--- config.mk ---
export PLATFORM = sky130hd
export DESIGN_NAME = i2c_pad_conditioner
export DESIGN_NICKNAME = d
export VERILOG_FILES = /design/src/rtl/i2c_pad_conditioner.sv
export SDC_FILE = /design/constraint.sdc
export NUM_CORES = 1
export LEC_CHECK = 0
export BUFFER_PORTS_ARGS = -buffer_cell sky130_fd_sc_hd__buf_2
export CAP_MARGIN = 30
export CORE_MARGIN = 4
export CORE_UTILIZATION = 40
export CTS_CLUSTER_SIZE = 30
export DETAILED_ROUTE_END_ITERATION = 10
export HOLD_SLACK_MARGIN = 0.15
export PLACE_DENSITY = 0.58
export SYNTH_ARGS = -nofsm -noshare
export SYNTH_HDL_FRONTEND = slang
export SYNTH_SLANG_ARGS = --single-unit
--- constraint.sdc ---
create_clock -name PCLK -period 3.4 [get_ports PCLK]
set_clock_uncertainty 0.15 [all_clocks]
set_input_delay 0.17 -clock PCLK [delete_from_list [all_inputs] [get_ports PCLK]]
set_output_delay 0.17 -clock PCLK [all_outputs]
set_load 0.005 [all_outputs]
--- src/rtl/i2c_pad_conditioner.sv ---
// i2c_pad_conditioner
// Pad-side conditioning between the open-drain SCL/SDA pads and the I2C master:
// two-flop synchronisers, optional per-line glitch filter, registered pad
// enables and a bus monitor (START/STOP, bus-busy with idle timeout, SDA conflict).
// Build option: define I2C_PAD_GLITCH_FILTER_EN to include the glitch filter;
// without it the filtered lines follow the synchronisers directly.
module i2c_pad_conditioner #(
    parameter int FILTER_LEN      = 4,
    parameter int BUS_FREE_CYCLES = 64
) (
    input  logic PCLK,
    input  logic PRESETn,
    input  logic scl_pad_i,
    input  logic sda_pad_i,
    input  logic scl_oen_i,
    input  logic sda_oen_i,
    output logic scl_i,
    output logic sda_i,
    output logic scl_pad_oe,
    output logic sda_pad_oe,
    output logic bus_busy,
    output logic start_det,
    output logic stop_det,
    output logic sda_conflict
);

    localparam logic [15:0] BUS_FREE_LAST = 16'(BUS_FREE_CYCLES - 1);

    // Out-of-range parameters show up as a named block in the elaborated hierarchy.
    if (FILTER_LEN < 1 || FILTER_LEN > 15 ||
        BUS_FREE_CYCLES < 2 || BUS_FREE_CYCLES > 65535) begin : g_param_out_of_range
    end

    logic scl_meta_p0, sda_meta_p0;
    logic scl_sync_p1, sda_sync_p1;
    logic scl_f, sda_f;
    logic scl_p, sda_p;
    logic armed;
    logic [15:0] free_cnt;
    logic start_hit, stop_hit, conflict_hit, free_hit;

    // ---- stage p0/p1: two-flop synchronisers, idle-high after reset
    always_ff @(posedge PCLK or negedge PRESETn) begin
        if (!PRESETn) begin
            scl_meta_p0 <= 1'b1;
            sda_meta_p0 <= 1'b1;
            scl_sync_p1 <= 1'b1;
            sda_sync_p1 <= 1'b1;
        end else begin
            scl_meta_p0 <= scl_pad_i;
            sda_meta_p0 <= sda_pad_i;
            scl_sync_p1 <= scl_meta_p0;
            sda_sync_p1 <= sda_meta_p0;
        end
    end

`ifdef I2C_PAD_GLITCH_FILTER_EN
    localparam logic [3:0] FILT_LAST = 4'(FILTER_LEN - 1);

    logic [3:0] scl_cnt, sda_cnt;

    // ---- glitch filter: a level must persist FILTER_LEN cycles before f follows it
    always_ff @(posedge PCLK or negedge PRESETn) begin
        if (!PRESETn) begin
            scl_f   <= 1'b1;
            sda_f   <= 1'b1;
            scl_cnt <= 4'd0;
            sda_cnt <= 4'd0;
        end else begin
            if (scl_sync_p1 != scl_f) begin
                if (scl_cnt == FILT_LAST) begin
                    scl_f   <= scl_sync_p1;
                    scl_cnt <= 4'd0;
                end else begin
                    scl_cnt <= scl_cnt + 4'd1;
                end
            end else begin
                scl_cnt <= 4'd0;
            end

            if (sda_sync_p1 != sda_f) begin
                if (sda_cnt == FILT_LAST) begin
                    sda_f   <= sda_sync_p1;
                    sda_cnt <= 4'd0;
                end else begin
                    sda_cnt <= sda_cnt + 4'd1;
                end
            end else begin
                sda_cnt <= 4'd0;
            end
        end
    end
`else
    // Without the filter the synchronised levels are the filtered levels.
    assign scl_f = scl_sync_p1;
    assign sda_f = sda_sync_p1;
`endif

    assign scl_i = scl_f;
    assign sda_i = sda_f;

    // Bus conditions, all qualified by armed so a bus held low through reset is ignored.
    // Simultaneous SCL/SDA changes fail the scl_p & scl_f term of START/STOP.
    assign start_hit    = armed & scl_p & scl_f & sda_p & ~sda_f;
    assign stop_hit     = armed & scl_p & scl_f & ~sda_p & sda_f;
    assign conflict_hit = armed & ~scl_p & scl_f & sda_oen_i & ~sda_f;
    assign free_hit     = bus_busy & scl_f & sda_f & (free_cnt == BUS_FREE_LAST);

    // ---- monitor stage: edge history, arming, event pulses, bus-busy and idle timer
    always_ff @(posedge PCLK or negedge PRESETn) begin
        if (!PRESETn) begin
            scl_p        <= 1'b1;
            sda_p        <= 1'b1;
            armed        <= 1'b0;
            start_det    <= 1'b0;
            stop_det     <= 1'b0;
            sda_conflict <= 1'b0;
            bus_busy     <= 1'b0;
            free_cnt     <= 16'd0;
        end else begin
            scl_p        <= scl_f;
            sda_p        <= sda_f;
            armed        <= armed | (scl_f & sda_f);
            start_det    <= start_hit;
            stop_det     <= stop_hit;
            sda_conflict <= conflict_hit;

            // START wins so a repeated START never loses ownership to the timer.
            if (start_hit) begin
                bus_busy <= 1'b1;
            end else if (stop_hit || free_hit) begin
                bus_busy <= 1'b0;
            end

            // Idle timer recovers bus_busy after a missed STOP.
            if (scl_f && sda_f && bus_busy && !free_hit) begin
                free_cnt <= free_cnt + 16'd1;
            end else begin
                free_cnt <= 16'd0;
            end
        end
    end

    // ---- output stage: active-low master enables become registered active-high pad enables
    always_ff @(posedge PCLK or negedge PRESETn) begin
        if (!PRESETn) begin
            scl_pad_oe <= 1'b0;
            sda_pad_oe <= 1'b0;
        end else begin
            scl_pad_oe <= ~scl_oen_i;
            sda_pad_oe <= ~sda_oen_i;
        end
    end

endmodule

== Word-level counts from Yosys, hierarchy flattened ==
Cells that the tools add are included.

* Flip-flop bits (word level): 29
* Output and inout bits: 8

* Equal/unequal tests: 1
* Add/subtract/negate cells: 1
* Multiplexer cells: 3
* Bitwise logic cells: 20
* Reductions and logical operators: 6

{| class="wikitable"
|+ Operator list
! cell !! count
|-
| $add A16 B1 Y16 const B || 1
|-
| $eq A16 B6 Y1 const B || 1
|-
| $mux W16 || 1
|-
| $and A1 B1 Y1 || 14
|-
| $not A1 Y1 || 5
|-
| $logic_and A1 B1 Y1 || 3
|-
| $mux W1 || 2
|-
| $reduce_bool A2 Y1 || 1
|-
| $logic_not A1 Y1 || 1
|-
| $logic_or A1 B1 Y1 || 1
|-
| $or A1 B1 Y1 || 1
|}

== Logic depth before layout (Yosys ltp) ==
* Depth in word-level cells: 7
* Gate-level depth with buffers: 7
* Mapped depth without buffers: 5

== Worst setup path after synthesis ==
OpenSTA, ideal clock, no wires.

* Path kind: register to register
* Start point: register free_cnt[0]
* End point: register free_cnt[10]
* Period minus slack after synthesis: 1949 ps
* Setup slack: 1451 ps
* Data arrival time: 1727 ps
* Stages on the path, launching flop included: 8
* Cell sequence: dfrtp_1 -> ha_1 -> and3_1 -> and4_1 -> or3_1 -> clkbuf_1 -> buf_2 -> nor2_1

* Cells in the longest elaborated chain, start to end: 5

{| class="wikitable"
|+ RTL lines
! element !! line !! text
|-
| start: declaration || 39 || <nowiki>logic [15:0] free_cnt;</nowiki>
|-
| start signal: assignment || 137 || <nowiki>free_cnt <= free_cnt + 16'd1;</nowiki>
|-
| parallel branches: the longest is 4 deep, another holds $add A16 B1 Y16 || -- ||
|-
| $mux W16 (*) || 136 || <nowiki>if (scl_f && sda_f && bus_busy && !free_hit) begin</nowiki>
|}

Every way passes the cells marked *.
A chain may end at the register's enable or synchronous reset.

== Worst setup path after layout ==
* Start point: register free_cnt[0]
* End point: register free_cnt[0]

The elaborated chain is that of the path after synthesis.

==> qor.csv <==
stage;metric;value;unit
global_routing;vias in the first global route;823;
floorplanning;Die ar.;0.00392;mm²
pwr;LEAKAGE;0.605;nW
final_layout;Finished Cell Area;0.00141;mm²
timing;RSZ-0062 raised after global routing;no;
cts;clock root buffer;clkbuf_4;
pwr;Seq pwr share;57.7;%
timing;Setup TNS Final;0;ps
timing;Slew headroom;57.7;%
floorplanning;# IOs;14;
timing;post-route minimum period;2100;ps
pwr;Pwr Density;443;mW/mm²
critical_path;Worst Setup End Kind;flip-flop;
cts;CTS tree;built;
critical_path;Worst path top cell family by delay;simple AND/OR/NAND/NOR gates;
logic_synthesis;Seq cells post-synth;29;
pwr;Gate power share;4.7;%
final_layout;nets@finish;139;
pwr;sw frac;21.9;%
drt;metal3 WL;124;µm
global_routing;overall global routing resource usage;12.4;%
timing;Final Setup Violations;0;
pwr;internal power;487;µW
critical_path;Critical Path Start Type;flip-flop;
timing;fin. max-slew vios;0;
critical_path;Critical Path Max Stage Delay;560;ps
global_routing;first-pass GRT wire length;3.74;mm
floorplanning;die width;62.6;µm
floorplanning;Initial Utilization;42.5;%
critical_path;Critical Path RT;3490;ps
logic_synthesis;Unique masters post-synth;24;
drt;initial DRC count;14;
drt;met1 wire length;952;µm
placed_design;Area after DPL;0.00129;mm²
critical_path;Worst Path Buf+Inv;0;
timing;Worst-Margin Slew;635;ps
pwr;maximum resistive drop on vdd;0.311;mV
logic_synthesis;Syn Std Cell Area;0.00119;mm²
drt;Via density;5.15;
critical_path;crit path kind;reg2reg;
floorplanning;num rows;19;
timing;Tcrit/Tclk final;61.7;%
drt;Routed WL;2.10;mm
final_layout;share of layout cells above drive strength 1;21.8;%
placed_design;DP HPWL;1.40;mm
drt;DR WL/cell;12.8;µm
status;status;complete, no violations;
floorplanning;CORE AREA;0.00281;mm²
cts;clk sink count;29;
global_routing;initial antenna violation count;0;
timing;FMAX;477;MHz
cts;Reg clk slew, reported paths;80;ps
logic_synthesis;Synthesis Warnings;0;
logic_synthesis;Seq/Total Area, Yosys;61.5;%
job;MaxCap Viol Count;0;
final_layout;Area Overhead vs Synth;18.0;%
placed_design;I/O Buffers;13;
logic_synthesis;Mapped Cells;109;
critical_path;slowest stage cell, crit path;or3_1;
drt;WL met2;998;µm
pwr;clock network power share;37.6;%
global_routing;total gr overflow;0;
cts;maximum clock insertion buffer count;2;
drt;Vias;844;
cts;Setup Buffers After CTS;0;
critical_path;CP Max Fanout;16;
cts;clk_lat worst skew;320;ps
cts;number of buffers created by CTS;5;
logic_synthesis;synthesized net count;116;
drt;DRC;0;
placed_design;Placer Congestion;0.773;
logic_synthesis;mean post-synth cell area;10.9;µm²
drt;drt pass-1 iters;5;
drt;highest metal used;met4;
hold_path;Hold WC Path Type;reg2reg;
global_routing;largest net degree at the start of global routing;30;
floorplanning;Die Height;62.6;µm
critical_path;cells along the critical path;ha_1 -> and3_1 -> and4_1 -> or3_1 -> nor2_1;
critical_path;Worst EP arrival;2180;ps
drt;Detail Route Antenna Nets;0;
final_layout;Diodes inserted;0;
cts;H-Tree Level Count;2;
timing;endpoints failing hold;0;
pwr;total power;624;µW
pwr;Switching Power;137;µW
[placed cells by master, fill, tap and decap left out]
| cell | n |
|---|---|
| nor3_1 | 6 |
| a21oi_1 | 2 |
| xnor2_1 | 11 |
| nand2_1 | 6 |
| clkbuf_4 | 5 |
| and4_1 | 1 |
| dfstp_2 | 6 |
| nand3_1 | 5 |
| dfrtp_1 | 23 |
| inv_1 | 7 |
| nand3_2 | 1 |
| clkinv_2 | 1 |
| or4_1 | 1 |
| ha_1 | 1 |
| nand2b_1 | 2 |
| nor4_1 | 5 |
| nand4_2 | 1 |
| nand4_1 | 2 |
| xor2_1 | 2 |
| or3_1 | 2 |
| nor4bb_1 | 1 |
| o31ai_1 | 2 |
| buf_2 | 13 |
| and3_1 | 1 |
| nor2_1 | 19 |
| clkbuf_8 | 2 |
| dlygate4sd3_1 | 5 |
[path summary, 6_finish.rpt]
path | from | to | slack, ps | cells after the start
hold / removal | sda_meta_p0 | sda_i | 210 | 0
max in group asynchronous | PRESETn | scl_pad_oe | 2430 | 2
hold reg to reg | sda_meta_p0 | sda_i | 210 | 0
min in group asynchronous | PRESETn | free_cnt[11] | 250 | 2
setup reg to reg | free_cnt[0] | free_cnt[0] | 1300 | 5
setup / recovery | free_cnt[0] | free_cnt[0] | 1300 | 5
[Yosys cell counts (all sizes together)]
| master | n | area, µm² |
|---|---|---|
| and4 | 1 | 8.76 |
| nor3 | 6 | 30.0 |
| and3 | 1 | 6.26 |
| nand2b | 2 | 12.5 |
| nand2 | 6 | 22.5 |
| dfstp | 6 | 158 |
| or4 | 1 | 7.51 |
| nor4 | 5 | 31.3 |
| or3 | 2 | 12.5 |
| dfrtp | 23 | 576 |
| xnor2 | 11 | 96.3 |
| buf | 1 | 5.00 |
| clkbuf | 1 | 3.75 |
| xor2 | 2 | 17.5 |
| nand3 | 6 | 35.0 |
| nand4 | 3 | 25.0 |
| inv | 7 | 26.3 |
| ha | 1 | 12.5 |
| o31ai | 2 | 15.0 |
| a21oi | 2 | 10.0 |
| nor4bb | 1 | 10.0 |
| nor2 | 19 | 71.3 |
[kinds of logic (layout without fill, tap and decap cells)]
kind of cell             after synthesis  after routing  synth area share (%)
AO/OA/AOI/OAI                          4              4                  2.10
flip-flops                            29             29                  61.5
AND/OR/NAND/NOR                       53             53                  22.9
adder cells (fa/ha/maj)                1              1                  1.05
buffers and inverters                  9             33                  2.94
XOR/XNOR                              13             13                  9.55
[per-stage QoR]
step                std cells  hold WS [ps]  util (%)  worst slack, ps
floorplan                 109          -276         -             1450
global placement          151          72.6      45.9             1380
detailed placement        151          79.6      45.9             1290
CTS                       164           210      50.2             1280
global route              164           213      50.2             1190
finish                    164           209      50.2             1300
[registers in the layout, summed over array words and instances, names as in the netlist]
register / flops
free_cnt: 16
armed: 1
bus_busy: 1
scl_i: 1
scl_meta_p0: 1
scl_p: 1
scl_pad_oe: 1
sda_conflict: 1
sda_i: 1
sda_meta_p0: 1
sda_p: 1
sda_pad_oe: 1
start_det: 1
stop_det: 1
[area by class of cell]
class                           instances  area [µm²]
Timing Repair Buffer                   18         115
Clock inverter                          1        5.00
Multi-Input combinational cell         71         424
Sequential cell                        29         733
Fill cell                             272        1400
Tap cell                               31        38.8
Clock buffer                            7        65.1
Inverter                                7        26.3
[power groups by stage]
stage	combinational, mW	clock (mW)	sequential, mW
floorplan	0.00971	0	0.366
global placement	0.0251	0	0.366
detailed placement	0.0257	0	0.366
CTS	0.0302	0.243	0.360
global route	0.0341	0.256	0.361
finish	0.0294	0.235	0.360
[metal layers]
layer	up-vias	track usage, %
met5	-	0
met4	0	6.61
met3	4	4.68
met2	21	19.3
met1	406	14.8
li1	413	-
[repair_timing]
action,CTS,global route
hold buffers,5,0
gates resized for setup,0,0
endpoints found under the hold margin,34,0
Note: power is estimated with default switching activity, not from simulation.
